<file path="src/rtl/muldiv_seq.sv">
// Iterative RV32M/RV64M multiply/divide unit: radix-2 shift-add multiply and
// restoring divide. EX is held with a stall until the one-cycle done pulse.
module muldiv_seq #(
  parameter int XLEN  = 32,
  parameter int CNT_W = $clog2(XLEN) + 1
) (
  input  logic            clk,
  input  logic            rst,
  input  logic            flush,
  input  logic            start,
  input  logic [2:0]      funct3,
  input  logic [XLEN-1:0] rs1,
  input  logic [XLEN-1:0] rs2,
  output logic            stall,
  output logic            busy,
  output logic            done,
  output logic [XLEN-1:0] result
);

  typedef enum logic [1:0] {S_IDLE, S_CALC, S_FIX, S_DONE} state_t;

  localparam logic [XLEN-1:0] MIN_NEG = {1'b1, {(XLEN-1){1'b0}}};

  state_t              r_state;
  logic [2:0]          r_funct3;
  logic                r_neg_res;
  logic                r_neg_rem;
  logic [CNT_W-1:0]    r_cnt;
  logic [2*XLEN-1:0]   r_acc;
  logic [XLEN-1:0]     r_opb;

  logic                w_is_div, w_a_signed, w_b_signed, w_a_neg, w_b_neg;
  logic [XLEN-1:0]     w_a_mag, w_b_mag;
  logic                w_div_zero, w_ovf, w_fast;
  logic [XLEN-1:0]     w_fast_res;
  logic [XLEN:0]       w_mul_sum;
  logic [2*XLEN-1:0]   w_mul_next, w_div_next;
  logic [XLEN:0]       w_rem_sh;
  logic [XLEN+1:0]     w_diff;
  logic [2*XLEN-1:0]   w_prod;
  logic [XLEN-1:0]     w_quo_mag, w_rem_mag, w_quo, w_rem;
  logic [XLEN-1:0]     w_fix_res;

  assign w_is_div   = funct3[2];
  assign w_a_signed = (funct3 == 3'b001) | (funct3 == 3'b010) |
                      (funct3 == 3'b100) | (funct3 == 3'b110);
  assign w_b_signed = (funct3 == 3'b001) | (funct3 == 3'b100) | (funct3 == 3'b110);
  assign w_a_neg    = w_a_signed & rs1[XLEN-1];
  assign w_b_neg    = w_b_signed & rs2[XLEN-1];
  assign w_a_mag    = w_a_neg ? -rs1 : rs1;
  assign w_b_mag    = w_b_neg ? -rs2 : rs2;

  assign w_div_zero = w_is_div & (rs2 == '0);
  assign w_ovf      = w_is_div & ~funct3[0] & (rs1 == MIN_NEG) & (rs2 == '1);
  assign w_fast     = w_div_zero | w_ovf;

  always_comb begin
    w_fast_res = '0;
    if (w_div_zero)
      w_fast_res = funct3[1] ? rs1 : '1;
    else if (w_ovf)
      w_fast_res = funct3[1] ? '0 : rs1;
  end

  // Multiply: add multiplicand into the upper half when the multiplier LSB is set, then shift right.
  assign w_mul_sum  = {1'b0, r_acc[2*XLEN-1:XLEN]} + {1'b0, r_opb};
  assign w_mul_next = r_acc[0] ? {w_mul_sum, r_acc[XLEN-1:1]} : {1'b0, r_acc[2*XLEN-1:1]};

  // Divide: shift {rem, quo} left, trial-subtract divisor, keep difference if non-negative.
  assign w_rem_sh   = r_acc[2*XLEN-1:XLEN-1];
  assign w_diff     = {1'b0, w_rem_sh} - {2'b00, r_opb};
  assign w_div_next = w_diff[XLEN+1] ? {w_rem_sh[XLEN-1:0], r_acc[XLEN-2:0], 1'b0}
                                     : {w_diff[XLEN-1:0],   r_acc[XLEN-2:0], 1'b1};

  assign w_prod    = r_neg_res ? -r_acc : r_acc;
  assign w_quo_mag = r_acc[XLEN-1:0];
  assign w_rem_mag = r_acc[2*XLEN-1:XLEN];
  assign w_quo     = r_neg_res ? -w_quo_mag : w_quo_mag;
  assign w_rem     = r_neg_rem ? -w_rem_mag : w_rem_mag;

  always_comb begin
    w_fix_res = '0;
    case (r_funct3)
      3'b000:                 w_fix_res = w_prod[XLEN-1:0];
      3'b001, 3'b010, 3'b011: w_fix_res = w_prod[2*XLEN-1:XLEN];
      3'b100, 3'b101:         w_fix_res = w_quo;
      default:                w_fix_res = w_rem;
    endcase
  end

  assign stall = start & (r_state != S_DONE);

  always_ff @(posedge clk or posedge rst) begin
    if (rst) begin
      r_state   <= S_IDLE;
      r_funct3  <= '0;
      r_neg_res <= 1'b0;
      r_neg_rem <= 1'b0;
      r_cnt     <= '0;
      r_acc     <= '0;
      r_opb     <= '0;
      busy      <= 1'b0;
      done      <= 1'b0;
      result    <= '0;
    end else if (flush) begin
      r_state <= S_IDLE;
      busy    <= 1'b0;
      done    <= 1'b0;
    end else begin
      case (r_state)
        S_IDLE: begin
          done <= 1'b0;
          if (start) begin
            r_funct3  <= funct3;
            r_neg_res <= w_a_neg ^ w_b_neg;
            r_neg_rem <= w_a_neg;
            r_cnt     <= CNT_W'(XLEN);
            r_acc     <= w_is_div ? {{XLEN{1'b0}}, w_a_mag} : {{XLEN{1'b0}}, w_b_mag};
            r_opb     <= w_is_div ? w_b_mag : w_a_mag;
            if (w_fast) begin
              result  <= w_fast_res;
              r_state <= S_DONE;
              done    <= 1'b1;
              busy    <= 1'b0;
            end else begin
              r_state <= S_CALC;
              busy    <= 1'b1;
            end
          end
        end
        S_CALC: begin
          r_acc <= r_funct3[2] ? w_div_next : w_mul_next;
          r_cnt <= r_cnt - CNT_W'(1);
          if (r_cnt == CNT_W'(1))
            r_state <= S_FIX;
        end
        S_FIX: begin
          result  <= w_fix_res;
          r_state <= S_DONE;
          busy    <= 1'b0;
          done    <= 1'b1;
        end
        default: begin
          done    <= 1'b0;
          r_state <= S_IDLE;
        end
      endcase
    end
  end

endmodule

</file>
<file path="config.mk">
export PLATFORM = sky130hd
export DESIGN_NAME = muldiv_seq
export DESIGN_NICKNAME = d
export VERILOG_FILES = /design/src/rtl/muldiv_seq.sv
export SDC_FILE = /design/constraint.sdc
export NUM_CORES = 1
export LEC_CHECK = 0
export BUFFER_PORTS_ARGS = -buffer_cell sky130_fd_sc_hd__buf_4
export CAP_MARGIN = 20
export CORE_MARGIN = 1
export CORE_UTILIZATION = 50
export CTS_CLUSTER_SIZE = 24
export DETAILED_ROUTE_END_ITERATION = 10
export PLACE_DENSITY = 0.68
export SYNTH_ARGS = -nofsm -noshare
export SYNTH_HDL_FRONTEND = slang
export SYNTH_SLANG_ARGS = --single-unit
</file>
<file path="constraint.sdc">
create_clock -name clk -period 6.2 [get_ports clk]
set_clock_uncertainty 0.15 [all_clocks]
set_input_delay 1.55 -clock clk [delete_from_list [all_inputs] [get_ports clk]]
set_output_delay 1.55 -clock clk [all_outputs]
set_load 0.01 [all_outputs]
</file>
==> run_results.csv, run 1 <==
group,metric,value,unit
synth,synth_cell_type_count,84,
clock_network,cts_max_level,4,
sta,fmax,217.7,MHz
power_and_ir_drop,switching_power,5505,uW
global_routing,first_global_vias,14687,
clock_network,root_buffer,"clkbuf_16",
synth,ys.flop_type,"dfrtp_1",
placement,gp_congestion,0.9888,
setup_path,path_class,"in2reg",
die,fp.dieW,178.0,um
placement,place_area,0.01645,sq mm
synth,yosysTopAreaCellShare,23.10,%
synth,ys_warn_count,0,
layout,finalNetCount,2224,
layout,instances_no_fill,2485,
die,std_cell_rows,64,
power_and_ir_drop,p_comb_share,68.3,%
layout,antenna_cells,0,
synth,synth_cells,2075,
power_and_ir_drop,power_frac_clock,10.5,%
layout,fill_cells,2931,
die,die_area,0.03169,sq mm
global_routing,grt_pass1_wl,90.60,mm
clock_network,cts_resized,0,
synth,synth-edff-count,0,
routing,wl,60.05,mm
placement,dp.cells,2453,
synth,yosys-top-cells-area,"dfrtp_1 (23%), ha_1 (6.1%), a21oi_1 (5.9%), xor2_1 (5.8%), nand2_1 (5.5%)",
clock_network,cts_tree,"built",
clock_network,cts_inserted_buffers,17,
power_and_ir_drop,ir_worst_vdd,397.8,uV
clock_network,clkSinkCount,143,
synth,synthArstFlopShare,100.0,%
layout,seqCellArea,0.003581,sq mm
setup_path,endpoint_kind,"register",
synth,syn-num-nets,2223,
setup_path,cp_max_fo,58,
routing,drtPass1Iterations,5,
layout,multi_input_area,0.01104,sq mm
clock_network,clk_path_buf_depth,2,
die,start_util,50.78,%
layout,area_growth,9.837,%
clock_network,cts_hold_buf,0,
routing,dr_total_vias,16521,
power_and_ir_drop,p_int,4567,uW
sta,fin_setup_tns,0,ns
hold_path,min_path_type,"reg2reg",
clock_network,postCtsSetupBuffers,0,
sta,slew_violations,0,
global_routing,grt_max_degree,82,
global_routing,grt-ovfl-total,0,
clock_network,clk_pin_slew_worst_paths,0.08,ns
die,ioPinCount,106,
layout,drive_gt1_share,12.16,%
die,core-area,0.03051,sq mm
setup_path,arrival,4.79,ns
sta,setup_viol,0,
sta,finalCritPeriodShare,74.10,%
routing,ant_nets,0,
placement,io_buffer_count,105,
routing,vias_per_cell,6.648,
die,die_h,178.0,um
placement,dpl.hpwl,45.19,mm
sta,hold_viol,0,
sta,rsz0062_at_grt,"no",
power_and_ir_drop,pwr-share-seq,21.2,%
synth,syn-cell-area,0.01549,sq mm
global_routing,grt_usage,38.05,%
routing,drt_iter0_drc,2070,
run_status,status,"finished, final reports clean",
power_and_ir_drop,switching_share,54.66,%
setup_path,worstSetupStartpointType,"input port",
routing,wl_per_cell,24.17,um
power_and_ir_drop,power.density,591.9,mW/mm^2
power_and_ir_drop,p_leak,0.007305,uW
routing,drcViolationCount,0,
global_routing,antenna_found_initial,0,
sta,fin_crit,4.594,ns
synth,ys_ff_latch,143,
layout,postLayoutCellArea,0.01702,sq mm
synth,avgSynthCellArea,7.466,sq um
synth,ys_seq_area_share,23.10,%
sta,slew_headroom,25.65,%
clock_network,clock_latency,0.46,ns
setup_path,crit_required,6.39,ns
synth,yosys.area.top_type,"dfrtp_1",
sta,worst_slew_pin_slew,1.113,ns
job,drv_cap,0,
-- per-stage QoR --
stage / worst slack (ns) / hold WS, ns / util [%] / total power (uW)
finish: 1.606 / 0.3325 / 55.77 / 10070
global route: 1.421 / 0.3572 / 55.77 / 10780
detailed placement: 1.216 / 0.3213 / 53.90 / 8791
global placement: 1.264 / 0.3163 / 53.90 / 8717
floorplan: 0.6621 / 0.3247 / - / 6813
CTS: 1.656 / 0.3372 / 55.77 / 9885
-- state kept, by name (all words and copies together) (netlist names) --
name and cells:
r_acc 64, r_opb 32, result 32, r_cnt 6
r_funct3 3, r_state 2, busy 1, done 1
r_neg_rem 1, r_neg_res 1
-- routing by layer --
metal	share of wire, %	global-route usage, %
met1	43	54.19
met2	42	56.11
met3	11	8.419
met4	3.8	13.18
met5	0	0
-- cell type report --
class / count / area share (%)
Tap cell: 396 / 2.912
Clock buffer: 18 / 2.522
Multi-Input combinational cell: 1702 / 64.87
Sequential cell: 143 / 21.04
Timing Repair Buffer: 138 / 6.162
Clock inverter: 14 / 0.8309
Inverter: 74 / 1.662
-- cell usage after synthesis, types with 20 or more instances --
library cell and number:
nand3_1 38, nand4_1 20, clkbuf_1 133, a21o_1 46, inv_1 72, a211oi_1 35, a21oi_1 184, o22ai_1 22
xor2_1 102, xnor2_1 82, nand2_1 227, mux2_2 36, ha_1 75, nor2_1 209, o31ai_1 32, o211ai_1 39
dfrtp_1 143, nor3_1 37, mux2i_1 24, o21ai_0 165, nor4_1 20
-- kinds of logic after synthesis --
family / count (synthesis) / share of synthesized area [%]
compound gates: 698 / 29.46
simple gates: 683 / 20.69
buf+inv: 230 / 5.863
xor+xnor: 184 / 10.40
flops: 143 / 23.10
fa+ha+maj: 77 / 6.316
mux: 60 / 4.167
-- placed cells by master, fill, tap and decap left out, types with 22 or more instances in the layout --
cell and n:
ha_1 74, o211ai_1 39, mux2_2 36, xnor2_1 82, o31ai_1 32, buf_4 137
nand2_1 227, xor2_1 102, o22ai_1 22, nor2_1 208, a211oi_1 35, a21oi_1 184
nor3_1 36, mux2i_1 24, a21o_1 46, dfrtp_1 141, nand3_1 38, o21ai_0 165
inv_1 71
-- worst paths after layout --
path / from / endpoint / slack [ns] / cells after the start
setup / recovery: rs1[0] / result[30] / 1.61 / 11
hold / removal: result[27] / result[27] / 0.33 / 2
setup reg to reg: r_acc[38] / r_acc[57] / 1.75 / 11
hold reg to reg: result[27] / result[27] / 0.33 / 2
max in group asynchronous: rst / r_neg_res / 3.97 / 3
min in group asynchronous: rst / result[13] / 1.02 / 2
-- power groups by stage --
stage               logic [uW]  registers (uW)  clock network, uW
floorplan                 5120            1700                  0
CTS                       6730            2090               1060
global placement          6620            2090                  0
detailed placement        6690            2110                  0
finish                    6880            2140               1060
global route              7530            2160               1100
-- critical path: stages --
cell      delay [ns]
buf_4           0.14
inv_1           0.06
ha_1            0.18
or4b_2          0.63
nor3_1          0.49
nand4_1         0.33
nor2_1          0.18
nor2_1          0.07
a211o_2         0.68
a211oi_1        0.33
a21oi_1         0.10
No activity file was read; power rests on OpenSTA's default activity.
==> run 2: changes to the inputs <==
Clock period 6.2 ns to 4.5 ns, I/O delays scaled along.
==> run_results.csv, run 2 (synthesis gave the netlist of run 1 again) <==
group,metric,value,unit
layout,drive_gt1_share,13.61,%
global_routing,grt_usage,37.90,%
power_and_ir_drop,power_frac_clock,10.7,%
power_and_ir_drop,p_comb_share,69.3,%
clock_network,cts_inserted_buffers,17,
sta,fin_setup_tns,0,ns
layout,multi_input_area,0.01104,sq mm
power_and_ir_drop,switching_share,53.70,%
layout,largest_reg_flops,64,
sta,slew_violations,0,
clock_network,cts_resized,0,
layout,largestRegisters,"r_acc (64), r_opb (32), result (32)",
sta,rsz0062_at_grt,"no",
hold_path,min_path_type,"reg2reg",
global_routing,first_global_vias,15065,
sta,whs,0.3296,ns
clock_network,clock_latency,0.46,ns
routing,drcViolationCount,0,
clock_network,postCtsSetupBuffers,0,
global_routing,grt_max_degree,144,
layout,area_growth,11.64,%
sta,worst_slew_pin_slew,0.9703,ns
die,std_cell_rows,64,
setup_path,worstSetupStartpointType,"register",
placement,dp_worst_setup_slack,0.3379,ns
setup_path,rr_startpoint,"r_acc[31]",
sta,setup_viol,0,
power_and_ir_drop,p_total,14010,uW
setup_path,cp_max_fo,4,
power_and_ir_drop,switching_power,7525,uW
die,fp.dieW,178.0,um
routing,wl_per_cell,23.67,um
sta,finalCritPeriodShare,91.93,%
setup_path,arrival,4.33,ns
sta,slew_headroom,35.08,%
die,start_util,50.78,%
placement,gp_congestion,1.012,
layout,fill_cells,2929,
clock_network,clkSinkCount,143,
setup_path,path_class,"reg2reg",
run_status,status,"finished, final reports clean",
layout,final_common_cell,"nand2_1",
power_and_ir_drop,power.density,810.2,mW/mm^2
routing,drtPass1Iterations,6,
clock_network,cts_hold_buf,0,
placement,dpl.hpwl,45.50,mm
layout,layout_common_cells,"nand2_1 (227), nor2_1 (208), a21oi_1 (184)",
die,die_h,178.0,um
die,ioPinCount,106,
power_and_ir_drop,pwr-share-seq,20.0,%
layout,final_core_util,56.69,%
job,drv_cap,0,
setup_path,endpoint_kind,"register",
layout,regMostFlops,"r_acc",
routing,drt_iter0_drc,2002,
routing,dr_total_vias,16505,
routing,ant_nets,0,
sta,hold_viol,0,
sta,fin_crit,4.137,ns
power_and_ir_drop,p_leak,0.007487,uW
global_routing,grt_pass1_wl,90.20,mm
layout,finalNetCount,2258,
global_routing,grt-ovfl-total,0,
setup_path,crit_required,4.70,ns
clock_network,cts_max_level,4,
clock_network,cts_tree,"built",
global_routing,antenna_found_initial,2,
clock_network,clk_pin_slew_worst_paths,0.07,ns
layout,seqCellArea,0.003581,sq mm
routing,wl,59.65,mm
die,die_area,0.03169,sq mm
routing,vias_per_cell,6.550,
die,core-area,0.03051,sq mm
clock_network,clk_path_buf_depth,2,
sta,fmax,241.7,MHz
placement,io_buffer_count,105,
power_and_ir_drop,p_int,6488,uW
clock_network,root_buffer,"clkbuf_16",
sta,worst_slack,0.3630,ns
hold_path,holdCritStartpoint,"result[22]",
power_and_ir_drop,ir_worst_vdd,428.4,uV
setup_path,crit_start,"r_acc[31]",
==> run 2: routing by layer <==
layer  share of wire (%)  vias up  wire length [um]  track usage, %
met5                   0        -                 0               0
met4                 4.0        0              2409           15.24
met3                  11      137              6496           9.548
met2                  42      894             25250           55.80
met1                  43     7843             25490           52.52
li1                    -     7631                 -               -
==> run 2: power groups by stage <==
stage          Clock (uW)  Sequential, uW  Combinational (uW)
3_3_place_gp            0            2770                9370
6_report             1500            2810                9710
3_5_place_dp            0            2780                9430
4_1_cts              1500            2760                9500
5_1_grt              1550            2860               10600
2_1_floorplan           0            2340                7050
==> run 2: worst paths after layout <==
| kind | end | slack, ns | cells after the start |
|---|---|---|---|
| worst max-delay path | r_acc[62] | 0.36 | 13 |
| worst min-delay path | result[22] | 0.33 | 2 |
| worst max register to register | r_acc[62] | 0.36 | 13 |
| worst min register to register | result[22] | 0.33 | 2 |
| max in group asynchronous | r_neg_res | 2.76 | 3 |
| min in group asynchronous | result[14] | 0.71 | 3 |
==> run 2: cell type report <==
| cell class | instances | share of cell area [%] |
|---|---|---|
| Timing Repair Buffer | 172 | 7.611 |
| Tap cell | 396 | 2.865 |
| Clock buffer | 18 | 2.539 |
| Antenna cell | 1 | 0.01447 |
| Inverter | 74 | 1.628 |
| Clock inverter | 14 | 0.8175 |
| Sequential cell | 143 | 20.70 |
| Multi-Input combinational cell | 1702 | 63.82 |
==> run 2: critical path: stages, from the launching register on <==
cell	delay, ns
dfrtp_1	0.39
inv_1	0.14
ha_1	0.20
inv_1	0.06
fa_1	0.42
a21oi_1	0.28
o211ai_1	0.26
a41oi_1	0.45
a31oi_1	0.21
a221o_1	0.40
a221o_1	0.38
o31a_1	0.31
and4b_1	0.21
o21a_1	0.17
==> run 2: metrics by stage <==
step,instances,cell area [sq um]
CTS,2519,17290
global placement,2487,16710
finish,2520,17300
detailed placement,2487,16710
global route,2519,17290
floorplan,2075,15500
